==> config.mk <==
export PLATFORM = sky130hd
export DESIGN_NAME = tt_keypad_scan_flat
export DESIGN_NICKNAME = d
export VERILOG_FILES = /design/src/rtl/tt_keypad_scan_if.sv /design/src/rtl/tt_keypad_scan.sv /design/src/flat_wrapper.sv
export SDC_FILE = /design/constraint.sdc
export NUM_CORES = 1
export LEC_CHECK = 0
export BUFFER_PORTS_ARGS = -buffer_cell sky130_fd_sc_hd__buf_4
export CAP_MARGIN = 30
export CORE_UTILIZATION = 32
export DETAILED_ROUTE_END_ITERATION = 10
export PLACE_DENSITY = 0.45
export SETUP_SLACK_MARGIN = 0.3
export SYNTH_ARGS = -nofsm -noshare
export SYNTH_HDL_FRONTEND = slang
export SYNTH_SLANG_ARGS = --single-unit
export TNS_END_PERCENT = 30
==> constraint.sdc <==
create_clock -name clk -period 2.2 [get_ports clk]
set_input_delay 0.33 -clock clk [delete_from_list [all_inputs] [get_ports clk]]
set_output_delay 0.33 -clock clk [all_outputs]
set_load 0.05 [all_outputs]
==> src/rtl/tt_keypad_scan_if.sv <==
// Keypad scanner signal bundle.
//  row_in    : keypad rows, active-low, asynchronous to clk
//  col_out   : active-low one-hot column drive
//  key_4     : debounced key code (row*4 + col)
//  pulse     : one-clk strobe per debounced new press
//  key_valid : high while a debounced key is held
// Modports: slave = the scanner, master = keypad/consumer side.
interface tt_keypad_scan_if;
    logic [3:0] row_in;
    logic [3:0] col_out;
    logic [3:0] key_4;
    logic       pulse;
    logic       key_valid;

    modport master (
        output row_in,
        input  col_out,
        input  key_4,
        input  pulse,
        input  key_valid
    );

    modport slave (
        input  row_in,
        output col_out,
        output key_4,
        output pulse,
        output key_valid
    );
endinterface

==> src/rtl/tt_keypad_scan.sv <==
// 4x4 active-low matrix keypad scanner with press/release debounce.
// Ports:
//  clk : system clock, rising edge
//  rst : asynchronous active-high reset
//  kp  : tt_keypad_scan_if.slave (row_in in; col_out, key_4, pulse, key_valid out)
module tt_keypad_scan #(
    parameter int unsigned SCAN_DIV     = 16,
    parameter int unsigned DEBOUNCE_CNT = 4
) (
    input  logic            clk,
    input  logic            rst,
    tt_keypad_scan_if.slave kp
);

    localparam int unsigned DW = (SCAN_DIV > 1) ? $clog2(SCAN_DIV) : 1;
    localparam int unsigned MW = (DEBOUNCE_CNT > 1) ? $clog2(DEBOUNCE_CNT) : 1;
    localparam logic [DW-1:0] DWELL_LAST = DW'(SCAN_DIV - 1);
    localparam logic [MW-1:0] MATCH_LAST = MW'(DEBOUNCE_CNT - 1);

    typedef enum logic [1:0] {
        SCAN     = 2'd0,
        DEBOUNCE = 2'd1,
        PRESSED  = 2'd2
    } state_t;

    state_t        state;
    logic [3:0]    rows_m;
    logic [3:0]    rows_s;
    logic [DW-1:0] dwell;
    logic [1:0]    col_idx;
    logic [3:0]    cand;
    logic [MW-1:0] match_cnt;
    logic [MW-1:0] rel_cnt;
    logic [3:0]    col_out_q;
    logic [3:0]    key_4_q;
    logic          pulse_q;
    logic          key_valid_q;

    logic          sample;
    logic          row_hit;
    logic [1:0]    win_row;
    logic [3:0]    win_code;
    logic [1:0]    next_col;

    assign kp.col_out   = col_out_q;
    assign kp.key_4     = key_4_q;
    assign kp.pulse     = pulse_q;
    assign kp.key_valid = key_valid_q;

    // Lowest active row wins; loop runs high-to-low so the last hit is the lowest index.
    always_comb begin
        row_hit = 1'b0;
        win_row = 2'd0;
        for (int r = 3; r >= 0; r--) begin
            if (!rows_s[r]) begin
                row_hit = 1'b1;
                win_row = 2'(r);
            end
        end
    end

    assign sample   = (dwell == DWELL_LAST);
    assign win_code = {win_row, col_idx};
    assign next_col = col_idx + 2'd1;

    // Synchroniser, dwell timer and scan/debounce FSM with registered outputs.
    always_ff @(posedge clk or posedge rst) begin
        if (rst) begin
            state       <= SCAN;
            rows_m      <= 4'hF;
            rows_s      <= 4'hF;
            dwell       <= '0;
            col_idx     <= 2'd0;
            cand        <= 4'd0;
            match_cnt   <= '0;
            rel_cnt     <= '0;
            col_out_q   <= 4'b1110;
            key_4_q     <= 4'd0;
            pulse_q     <= 1'b0;
            key_valid_q <= 1'b0;
        end else begin
            pulse_q <= 1'b0;
            rows_m  <= kp.row_in;
            rows_s  <= rows_m;
            // Dwell free-runs; every column change happens on a sample, so it also restarts here.
            dwell   <= sample ? '0 : dwell + DW'(1);

            if (sample) begin
                case (state)
                    SCAN: begin
                        if (!row_hit) begin
                            col_idx   <= next_col;
                            col_out_q <= ~(4'(1) << next_col);
                        end else begin
                            cand      <= win_code;
                            match_cnt <= MW'(1);
                            state     <= DEBOUNCE;
                        end
                    end
                    DEBOUNCE: begin
                        if (row_hit && (win_code == cand)) begin
                            // Compare against DEBOUNCE_CNT-1 so the counter never has to hold DEBOUNCE_CNT.
                            if (match_cnt == MATCH_LAST) begin
                                key_4_q     <= cand;
                                pulse_q     <= 1'b1;
                                key_valid_q <= 1'b1;
                                match_cnt   <= '0;
                                rel_cnt     <= '0;
                                state       <= PRESSED;
                            end else begin
                                match_cnt <= match_cnt + MW'(1);
                            end
                        end else begin
                            match_cnt <= '0;
                            col_idx   <= next_col;
                            col_out_q <= ~(4'(1) << next_col);
                            state     <= SCAN;
                        end
                    end
                    PRESSED: begin
                        if (!row_hit) begin
                            if (rel_cnt == MATCH_LAST) begin
                                key_valid_q <= 1'b0;
                                rel_cnt     <= '0;
                                col_idx     <= next_col;
                                col_out_q   <= ~(4'(1) << next_col);
                                state       <= SCAN;
                            end else begin
                                rel_cnt <= rel_cnt + MW'(1);
                            end
                        end else begin
                            rel_cnt <= '0;
                        end
                    end
                    default: state <= SCAN;
                endcase
            end
        end
    end

endmodule

==> src/flat_wrapper.sv <==
// flat-port wrapper written by rule: the top's interface ports become plain ports
module tt_keypad_scan_flat 
#(
    parameter int unsigned SCAN_DIV     = 16,
    parameter int unsigned DEBOUNCE_CNT = 4
)
  (clk, rst, kp_row_in, kp_col_out, kp_key_4, kp_pulse, kp_key_valid);
  tt_keypad_scan_if kp_i ();
  input  logic clk;
  input  logic rst;
  input wire logic [$bits(kp_i.row_in)-1:0] kp_row_in;
  output wire logic [$bits(kp_i.col_out)-1:0] kp_col_out;
  output wire logic [$bits(kp_i.key_4)-1:0] kp_key_4;
  output wire logic [$bits(kp_i.pulse)-1:0] kp_pulse;
  output wire logic [$bits(kp_i.key_valid)-1:0] kp_key_valid;
  assign kp_i.row_in = kp_row_in;
  assign kp_col_out = kp_i.col_out;
  assign kp_key_4 = kp_i.key_4;
  assign kp_pulse = kp_i.pulse;
  assign kp_key_valid = kp_i.key_valid;
  tt_keypad_scan #(.SCAN_DIV(SCAN_DIV), .DEBOUNCE_CNT(DEBOUNCE_CNT)) u_core (.clk(clk), .rst(rst), .kp(kp_i));
endmodule
==> out/qor.txt <==
antenna cells = 0
CP required = 2.36 ns
Reg clk slew, reported paths = 0.07 ns
final setup vio count = 0
Vias/cell = 4.419
Power Density = 785.7 mW/mm^2
Tmin final = 1.935 ns
Max-Cap Viols = 0
# IOs = 16
share of layout cells above drive strength 1 = 41.25%
Final period util = 87.94%
sequential area share after synthesis = 54.41%
fin nets = 175
async set-reset flop share out of synthesis = 100.0%
critical path class = reg2reg
crit path from = u_core.rows_s[2]
WL final = 2778 um
worst path bufs/invs = 0
global route total overflow = 0
GPL Wtd Cong = 0.7425
Post-synth EDFFs = 0
I/O Buffers = 15
arrival time worst endpoint = 2.10 ns
slowest stage cell, crit path = dfstp_2
leakage power = 0.9556 nW
die width = 72.47 um
CP Cell Sequence = nand2b_1, a21boi_2, xor2_2, nor4_4, and4_4, mux2_2
Post-CTS Hold Fix Bufs = 0
post-synthesis cell type count = 35
RSZ-0062 raised after global routing = true
CP max FO = 5
Setup Skew = 0.007310 ns
CP top delay family = simple AND/OR/NAND/NOR gates
CORE AREA = 0.004755 mm^2
worst rel slew slack = 71.93%
Critical R2R Launch = u_core.rows_s[2]
total power = 1.554 mW
pins over their slew limit = 0
row cnt = 25
Avg Inst Size Synth = 12.32 um^2
worst skew pair latency = 0.28 ns
crit path capture type = register
Detail Placement HPWL = 2018 um
Synth Warn # = 0
antenna viol nets, final = 0
CP endpoint = u_core.kp.key_4[2]
antenna violations before repair = 0
synthesized instance count = 129
Top FF cell, synth = dfrtp_1
reg2reg path depth = 6
final setup TNS = 0 ns
top cells by area, synth = dfrtp_1, dfstp_2, ha_1, mux2_2, inv_1
FMAX = 0.5169 GHz
Die Span Y = 72.47 um
largest net degree at the start of global routing = 35
CP Depth = 6
vias in the first global route = 1040
r2r setup slk = 0.27 ns
area leader, netlist = dfrtp_1
Peak VDD IR = 0.3700 mV
Hold Crit Class = in2async
average routed wire per standard cell = 12.24 um
Initial Utilization = 33.42%
reg2reg end = u_core.kp.key_4[2]
CP Launch Type = register
DR DRC count = 0
most frequent cells after synthesis = dfrtp_1, inv_1, dfstp_2
Max clock buf depth = 2
area delta synth->final = 24.49%
Iter 0 DRT Violations = 81
Slew @ Worst Pin = 0.4210 ns
Hold Vio Cnt, Final = 0
CTS Buf Count = 5
Global Route Usage Sum = 12.72%
first-pass GRT wire length = 4981 um
DR vias = 1003
first-pass iteration count of the detailed router = 4
top-count cell post-synth = dfrtp_1
Yosys top cell area share = 36.22%
Synth Net Count = 145
root buf cell = clkbuf_8
mapped cell area = 0.001589 mm^2
outcome = complete, no violations
TritonCTS clock tree = done
H-tree depth = 2
max incr delay on CP = 0.56 ns
die area = 0.005251 mm^2
Sink Count = 34
FF+latch count, synth = 34
-- cells in the final DEF, fill, tap and decap left out, types with 2 or more instances in the layout --
master,netlist,final
nor3_1,4,4
dfstp_2,11,11
inv_1,13,13
nand3_1,4,4
clkbuf_8,0,6
ha_1,10,9
a21oi_1,5,4
and3_1,2,2
mux2_1,3,2
xor2_2,1,2
buf_4,0,25
mux2i_1,4,3
nor2_1,4,4
xnor2_1,3,3
a22o_1,2,2
o21ai_0,4,4
clkbuf_1,1,2
mux2_2,8,8
nand2_1,8,8
mux2_4,1,2
dfrtp_1,23,23
-- cell families after synthesis --
family / Yosys count / synth area share, %
xor+xnor: 6 / 3.780
buf+inv: 16 / 4.330
mux: 16 / 11.26
fa+ha+maj: 10 / 7.874
flops: 34 / 54.41
compound gates: 19 / 8.426
simple gates: 28 / 9.921
-- registers in the layout, indices dropped and copies added, names as in the netlist --
register / flops
u_core.rows_s: 4
u_core.cand: 4
u_core.kp.col_out: 4
u_core.kp.key_valid: 1
u_core.col_idx: 2
u_core.match_cnt: 2
u_core.state: 2
u_core.kp.key_4: 4
u_core.kp.pulse: 1
u_core.rel_cnt: 2
u_core.rows_m: 4
u_core.dwell: 4
-- worst min path at each step --
stage                                 from                to  slack [ns]  cells past startpoint
final                                  rst   u_core.dwell[1]        0.14                      3
after global routing          kp_row_in[1]  u_core.rows_m[1]        0.15                      1
after CTS                     kp_row_in[0]  u_core.rows_m[0]        0.15                      1
after detailed placement  u_core.rows_m[0]  u_core.rows_s[0]        0.35                      0
after global placement    u_core.rows_m[0]  u_core.rows_s[0]        0.35                      0
after floorplan               kp_row_in[0]  u_core.rows_m[0]        0.33                      0
-- worst min-delay path, stage by stage --
cell	delay [ns]
buf_4	0.10
inv_1	0.04
buf_4	0.37
-- layout make-up --
cell class	count	area [um^2]
repair buffers	26	198.9
clock buffers	8	90.09
fillers	475	2776
well taps	67	83.83
flip-flops and latches	34	864.6
multi-input cells	79	691.9
inverters	13	48.80
-- layer usage --
| metal | wire length [um] | global-route usage, % |
|---|---|---|
| met1 | 1274 | 16.27 |
| met2 | 1346 | 19.63 |
| met3 | 107 | 3.194 |
| met4 | 50 | 7.190 |
| met5 | 0 | 0 |
-- metrics by stage --
stage	area, um^2	setup WS [ns]	utilization, %	hold slack (ns)	std cells
6_report	1978	0.2653	41.61	0.1414	227
5_1_grt	1978	0.1689	41.61	0.1450	227
4_1_cts	1949	0.2516	41.00	0.1509	225
3_5_place_dp	1826	0.1820	38.39	0.3472	216
3_3_place_gp	1826	0.2292	38.39	0.3475	216
2_1_floorplan	1589	0.2494	-	0.3345	129
-- report_power, final --
group / internal [mW] / switching, mW
Clock: 0.255 / 0.215
Sequential: 0.694 / 0.0410
Combinational: 0.146 / 0.203
Total: 1.10 / 0.459
-- timing repair --
item,4_1_cts,5_1_grt
gates resized for setup,6,4
pin swaps,2,1
setup endpoints to repair,12,12
buffers inserted,1,2
No activity file was read; power rests on OpenSTA's default activity.
